`config.mk`:
```
export PLATFORM = sky130hd
export DESIGN_NAME = countdown_timer_flat
export DESIGN_NICKNAME = d
export VERILOG_FILES = /design/src/rtl/countdown_timer_if.sv /design/src/rtl/countdown_timer.sv /design/src/flat_wrapper.sv
export SDC_FILE = /design/constraint.sdc
export NUM_CORES = 1
export LEC_CHECK = 0
export ABC_AREA = 1
export CAP_MARGIN = 20
export CORE_UTILIZATION = 60
export CTS_BUF_LIST = sky130_fd_sc_hd__clkbuf_8
export CTS_CLUSTER_SIZE = 25
export DETAILED_ROUTE_END_ITERATION = 8
export DONT_BUFFER_PORTS = 1
export HOLD_SLACK_MARGIN = 0.15
export PLACE_DENSITY_LB_ADDON = 0.08
export SYNTH_ARGS = -nofsm -noshare
export SYNTH_HDL_FRONTEND = slang
export SYNTH_SLANG_ARGS = --single-unit
```
`constraint.sdc`:
```
create_clock -name clk -period 1.9 [get_ports clk]
set_input_delay 0.475 -clock clk [delete_from_list [all_inputs] [get_ports clk]]
set_output_delay 0.475 -clock clk [all_outputs]
set_load 0.01 [all_outputs]
```
`src/rtl/countdown_timer_if.sv`:
```
`default_nettype none
// ============================================================================
// Module      : countdown_timer_if
// Description : Control and status bundle between tick source, controls and
//               the countdown timer.
// Revision    : 1.0 - initial release
// ============================================================================
interface countdown_timer_if;
   logic       tick;
   logic       load;
   logic [7:0] load_min;
   logic [7:0] load_sec;
   logic       start_stop;
   logic       clear;
   logic [7:0] min_bcd;
   logic [7:0] sec_bcd;
   logic       running;
   logic       alarm;
   logic       done;

   modport master (
      output tick, load, load_min, load_sec, start_stop, clear,
      input  min_bcd, sec_bcd, running, alarm, done
   );

   modport slave (
      input  tick, load, load_min, load_sec, start_stop, clear,
      output min_bcd, sec_bcd, running, alarm, done
   );
endinterface
`default_nettype wire

```
`src/rtl/countdown_timer.sv`:
```
`default_nettype none
// ============================================================================
// Module      : countdown_timer
// Description : BCD mm:ss countdown driven by tick pulses, with timed alarm.
// Revision    : 1.0 - initial release
// ============================================================================
module countdown_timer #(
   parameter int TICKS_PER_SEC = 10,
   parameter int SUB_WIDTH     = 4,
   parameter int ALARM_SECS    = 10
) (
   input  wire               clk,
   input  wire               reset_n,
   countdown_timer_if.slave  bus
);

   localparam int                  c_AW        = $clog2(ALARM_SECS + 1);
   localparam logic [SUB_WIDTH-1:0] c_SUB_MAX  = SUB_WIDTH'(TICKS_PER_SEC - 1);
   localparam logic [c_AW-1:0]      c_ASEC_MAX = c_AW'(ALARM_SECS - 1);

   typedef enum logic [1:0] {
      S_IDLE    = 2'd0,
      S_RUNNING = 2'd1,
      S_PAUSED  = 2'd2,
      S_ALARM   = 2'd3
   } state_t;

   state_t               r_state;
   logic [7:0]           r_min;
   logic [7:0]           r_sec;
   logic [SUB_WIDTH-1:0] r_sub;
   logic [c_AW-1:0]      r_asec;
   logic                 r_done;

   logic [7:0] w_dec_min;
   logic [7:0] w_dec_sec;
   logic [7:0] w_ld_min;
   logic [7:0] w_ld_sec;
   logic       w_time_zero;
   logic       w_time_last;

   function automatic logic [3:0] f_clamp(input logic [3:0] d, input logic [3:0] mx);
      return (d > mx) ? mx : d;
   endfunction

   assign w_ld_min    = {f_clamp(bus.load_min[7:4], 4'd9), f_clamp(bus.load_min[3:0], 4'd9)};
   assign w_ld_sec    = {f_clamp(bus.load_sec[7:4], 4'd5), f_clamp(bus.load_sec[3:0], 4'd9)};
   assign w_time_zero = (r_min == 8'h00) && (r_sec == 8'h00);
   assign w_time_last = (r_min == 8'h00) && (r_sec == 8'h01);

   // One-second BCD decrement with the borrow rippling sec units -> min tens
   always_comb begin
      w_dec_min = r_min;
      w_dec_sec = r_sec;
      if (r_sec[3:0] != 4'd0) begin
         w_dec_sec[3:0] = r_sec[3:0] - 4'd1;
      end else begin
         w_dec_sec[3:0] = 4'd9;
         if (r_sec[7:4] != 4'd0) begin
            w_dec_sec[7:4] = r_sec[7:4] - 4'd1;
         end else begin
            w_dec_sec[7:4] = 4'd5;
            if (r_min[3:0] != 4'd0) begin
               w_dec_min[3:0] = r_min[3:0] - 4'd1;
            end else begin
               w_dec_min[3:0] = 4'd9;
               w_dec_min[7:4] = r_min[7:4] - 4'd1;
            end
         end
      end
   end

   always_ff @(posedge clk or negedge reset_n) begin
      if (!reset_n) begin
         r_state <= S_IDLE;
         r_min   <= 8'h00;
         r_sec   <= 8'h00;
         r_sub   <= '0;
         r_asec  <= '0;
         r_done  <= 1'b0;
      end else begin
         r_done <= 1'b0;
         if (bus.clear) begin
            r_state <= S_IDLE;
            r_min   <= 8'h00;
            r_sec   <= 8'h00;
            r_sub   <= '0;
            r_asec  <= '0;
         end else if (bus.start_stop) begin
            // Any tick arriving alongside a start_stop is dropped here
            case (r_state)
               S_IDLE: begin
                  if (!w_time_zero) begin
                     r_state <= S_RUNNING;
                     r_sub   <= c_SUB_MAX;
                  end
               end
               S_RUNNING: r_state <= S_PAUSED;
               S_PAUSED:  r_state <= S_RUNNING;
               S_ALARM:   r_state <= S_IDLE;
               default:   r_state <= S_IDLE;
            endcase
         end else if (bus.load && (r_state == S_IDLE || r_state == S_PAUSED)) begin
            r_min <= w_ld_min;
            r_sec <= w_ld_sec;
         end else if (bus.tick) begin
            case (r_state)
               S_RUNNING: begin
                  if (r_sub != '0) begin
                     r_sub <= r_sub - 1'b1;
                  end else begin
                     r_sub <= c_SUB_MAX;
                     r_min <= w_dec_min;
                     r_sec <= w_dec_sec;
                     if (w_time_last) begin
                        r_state <= S_ALARM;
                        r_done  <= 1'b1;
                        r_asec  <= c_ASEC_MAX;
                     end
                  end
               end
               S_ALARM: begin
                  if (r_sub != '0) begin
                     r_sub <= r_sub - 1'b1;
                  end else begin
                     r_sub <= c_SUB_MAX;
                     if (r_asec == '0) begin
                        r_state <= S_IDLE;
                     end else begin
                        r_asec <= r_asec - 1'b1;
                     end
                  end
               end
               default: begin
               end
            endcase
         end
      end
   end

   assign bus.min_bcd = r_min;
   assign bus.sec_bcd = r_sec;
   assign bus.running = (r_state == S_RUNNING);
   assign bus.alarm   = (r_state == S_ALARM);
   assign bus.done    = r_done;

endmodule
`default_nettype wire

```
`src/flat_wrapper.sv`:
```
// flat-port wrapper written by rule: the top's interface ports become plain ports
module countdown_timer_flat 
#(
   parameter int TICKS_PER_SEC = 10,
   parameter int SUB_WIDTH     = 4,
   parameter int ALARM_SECS    = 10
)
  (clk, reset_n, bus_tick, bus_load, bus_load_min, bus_load_sec, bus_start_stop, bus_clear, bus_min_bcd, bus_sec_bcd, bus_running, bus_alarm, bus_done);
  countdown_timer_if bus_i ();
  input  wire clk;
  input  wire reset_n;
  input wire logic [$bits(bus_i.tick)-1:0] bus_tick;
  input wire logic [$bits(bus_i.load)-1:0] bus_load;
  input wire logic [$bits(bus_i.load_min)-1:0] bus_load_min;
  input wire logic [$bits(bus_i.load_sec)-1:0] bus_load_sec;
  input wire logic [$bits(bus_i.start_stop)-1:0] bus_start_stop;
  input wire logic [$bits(bus_i.clear)-1:0] bus_clear;
  output wire logic [$bits(bus_i.min_bcd)-1:0] bus_min_bcd;
  output wire logic [$bits(bus_i.sec_bcd)-1:0] bus_sec_bcd;
  output wire logic [$bits(bus_i.running)-1:0] bus_running;
  output wire logic [$bits(bus_i.alarm)-1:0] bus_alarm;
  output wire logic [$bits(bus_i.done)-1:0] bus_done;
  assign bus_i.tick = bus_tick;
  assign bus_i.load = bus_load;
  assign bus_i.load_min = bus_load_min;
  assign bus_i.load_sec = bus_load_sec;
  assign bus_i.start_stop = bus_start_stop;
  assign bus_i.clear = bus_clear;
  assign bus_min_bcd = bus_i.min_bcd;
  assign bus_sec_bcd = bus_i.sec_bcd;
  assign bus_running = bus_i.running;
  assign bus_alarm = bus_i.alarm;
  assign bus_done = bus_i.done;
  countdown_timer #(.TICKS_PER_SEC(TICKS_PER_SEC), .SUB_WIDTH(SUB_WIDTH), .ALARM_SECS(ALARM_SECS)) u_core (.clk(clk), .reset_n(reset_n), .bus(bus_i));
endmodule
```
==> results.json <==
{
  "cts_buffers": 3,
  "die_w_um": 58.9,
  "synthArstFlopShare_pct": 100,
  "initial_core_util_pct": 63.6,
  "max_stage_delay_ns": 0.52,
  "drc_errors": 0,
  "worstSetupEndpoint": "bus_running",
  "ant_nets": 0,
  "path_class": "flop to primary output",
  "post_drt_wl_per_cell_um": 13.0,
  "globalplace.congestion": 0.854,
  "drive_gt1_share_pct": 11.1,
  "slew_headroom_pct": 75.0,
  "tns_ns": 0,
  "crit_path_start": "u_core.r_state[0]$_DFFE_PN0P_",
  "netlist_area_sq_um": 1940,
  "synth_ff_type": "dfrtp_1",
  "antenna_cells": 0,
  "rsz0062_at_grt": "no",
  "synthesis.nets": 295,
  "cts.sinks": 27,
  "track_usage_pct": 25.2,
  "hpwl_mm": 3.06,
  "finalCritPeriodShare_pct": 91.1,
  "postRouteWirelength_mm": 4.07,
  "r2r_start": "u_core.bus.min_bcd[0]$_DFFE_PN0P_",
  "cp.depth": 2,
  "p_leak_nw": 1.00,
  "fin_cells": 314,
  "crit_chain": "inv_2, nor2_1",
  "crit_slowest_cell": "dfrtp_1",
  "synth_cell_types": 33,
  "die-area_sq_um": 3470,
  "hp-class": "input pin to flop",
  "ir_drop_mv": 0.716,
  "clk_pin_slew_ns": 0.09,
  "pre_cts_slack_ns": 0.166,
  "portBuffers": 0,
  "drt-initial-drc-count": 86,
  "fin_total_pwr_mw": 3.04,
  "avgViaCountPerCell": 5.54,
  "ios": 41,
  "finalSetupViolations": 0,
  "crit_path_max_fanout": 7,
  "r2r-end": "u_core.r_asec[2]$_DFFE_PN0P_",
  "grt_antenna_before_repair": 0,
  "run_status": "complete, no violations",
  "avgSynthCellArea_sq_um": 7.36,
  "vias": 1740,
  "cts_setup_buffers": 0,
  "p_per_area_nw_per_um2": 1460,
  "grt_pass1_vias": 1605,
  "start_kind": "flop",
  "synth_edf_count": 0,
  "critPathArrivalTime_ns": 1.26,
  "dp.cells": 308,
  "fp-row-count": 20,
  "synth_cells": 264,
  "core_area_sq_um": 3050,
  "clk_latency_ns": 0.28,
  "r2r_cells": 9,
  "setup_ws_ns": 0.170,
  "cts_tree": "done",
  "fin_nets": 302,
  "max_clock_freq_mhz": 578,
  "crit_family": "flip-flops",
  "ys_seq_elements": 27,
  "dr.pass1.iters": 4,
  "report.final.hold_viol_count": 0,
  "drv_cap": 0,
  "htreeDepth": 1,
  "grt-ovfl-total": 0,
  "chipHeight_um": 58.9,
  "final_util_pct": 68.1,
  "final-max-slew-violation-count": 0,
  "required_ns": 1.42,
  "grt_max_degree": 28,
  "cts_buffer_depth": 2,
  "grt_pass1_wl_mm": 6.67,
  "finalClockSkew_ns": 0.00386,
  "yosysWarnings": 0,
  "cp-end-kind": "primary output",
  "cts_root_buf": "clkbuf_8",
  "crit_buf_inv": 1,
  "fin_crit_ns": 1.73,
  "reg2reg_slack_ns": 0.20,
  "seq_area_frac_synth_pct": 34.8,
  "max_slew.worst_pin.slew_ns": 0.375,
  "synthToLayoutAreaGrowth_pct": 7.02
}
## area by class of cell
| cell class | count | area [sq um] |
|---|---|---|
| clock buffers | 3 | 41.3 |
| clock inverters | 1 | 3.75 |
| fillers | 286 | 973 |
| inverters | 36 | 135 |
| multi-input cells | 198 | 1120 |
| flip-flops and latches | 27 | 676 |
| well taps | 44 | 55.1 |
| repair buffers | 5 | 52.6 |
## worst min-delay path by stage
stage	start	end	slack [ns]	cells after the start
after floorplan	reset_n	u_core.bus.done$_DFF_PN0_	0.18	0
after global placement	reset_n	u_core.bus.sec_bcd[2]$_DFFE_PN0P_	0.18	0
after detailed placement	reset_n	u_core.bus.sec_bcd[2]$_DFFE_PN0P_	0.18	0
after CTS	bus_tick	u_core.bus.done$_DFF_PN0_	0.37	2
after global routing	bus_tick	u_core.bus.done$_DFF_PN0_	0.37	2
final	bus_tick	u_core.bus.done$_DFF_PN0_	0.36	2
## per-layer routing
metal / part of all wire [%] / track usage [%] / vias up / routed length (um)
met5: 0 / 0 / - / 0
met4: 1.1 / 10.2 / 0 / 44
met2: 49 / 43.5 / 56 / 1980
li1: - / - / 886 / -
met3: 4.8 / 3.08 / 4 / 196
met1: 46 / 32.0 / 794 / 1850
## report_power, final
part	leakage [nW]	internal [mW]	total [mW]	switching, mW
combinational	0.626	0.622	1.62	0.997
sequential	0.350	0.785	1.09	0.306
clock	0.0269	0.145	0.329	0.184
## cells in the mapped netlist, types with 2 or more instances
cell / number / area share [%]
a21oi_1: 8 / 2.1
a31oi_1: 3 / 0.97
dfrtp_1: 27 / 35
ha_1: 9 / 5.8
inv_1: 31 / 6.0
inv_2: 5 / 0.97
nand2_1: 59 / 11
nand2_4: 2 / 1.2
nand3_1: 21 / 5.4
nand3b_1: 2 / 0.77
nand4_1: 4 / 1.3
nor2_1: 25 / 4.8
nor2_4: 3 / 1.7
nor3_1: 3 / 0.77
o21ai_0: 27 / 7.0
o21ai_1: 5 / 1.3
o21ai_2: 4 / 1.8
o22ai_1: 4 / 1.3
or2_2: 4 / 1.3
xnor2_1: 2 / 0.90
xor2_1: 4 / 1.8
## flip-flops by register name, summed over array words and instances, names as in the netlist
name,count
u_core.bus.sec_bcd,8
u_core.bus.done,1
u_core.r_asec,4
u_core.bus.min_bcd,8
u_core.r_state,2
u_core.r_sub,4
## cells in the final DEF, fill, tap and decap left out, drive strengths merged
cell / count
a211oi: 1
a21oi: 9
a22o: 1
a22oi: 1
a31oi: 4
a32oi: 1
buf: 4
clkbuf: 3
dfrtp: 27
dlygate4sd3: 1
ha: 9
inv: 37
nand2: 61
nand3: 22
nand3b: 2
nand4: 4
nor2: 29
nor3: 3
o211ai: 1
o21ai: 36
o22ai: 4
or2: 4
xnor2: 2
xor2: 4
## worst register-to-register path: cells and delay by family (launching register included)
kind | cells | cell delay, ns
AOI/OAI and AO/OA | 1 | 0.08
buffers and inverters | 1 | 0.12
and+or+nand+nor | 6 | 0.77
adders and majority gates | 1 | 0.20
DFF | 1 | 0.43
## cell families after synthesis
logic type / after synthesis / synth area share (%)
AO/OA/AOI/OAI: 58 / 18.4
XOR/XNOR: 6 / 2.70
adder cells (fa/ha/maj): 9 / 5.80
buffers and inverters: 39 / 7.79
flip-flops: 27 / 34.8
AND/OR/NAND/NOR: 125 / 30.6
## per-stage QoR
step,hold WS (ns),cell area [sq um]
2_1_floorplan,0.179,1940
3_3_place_gp,0.180,2000
3_5_place_dp,0.180,2000
4_1_cts,0.368,2080
5_1_grt,0.369,2080
6_report,0.360,2080
## repair_timing
action                                  CTS  global route
hold endpoints to repair                 27             0
resized for setup                         0             1
hold buffers                              2             0
endpoints found under the setup margin    0             5
Note: power is estimated with default switching activity, not from simulation.
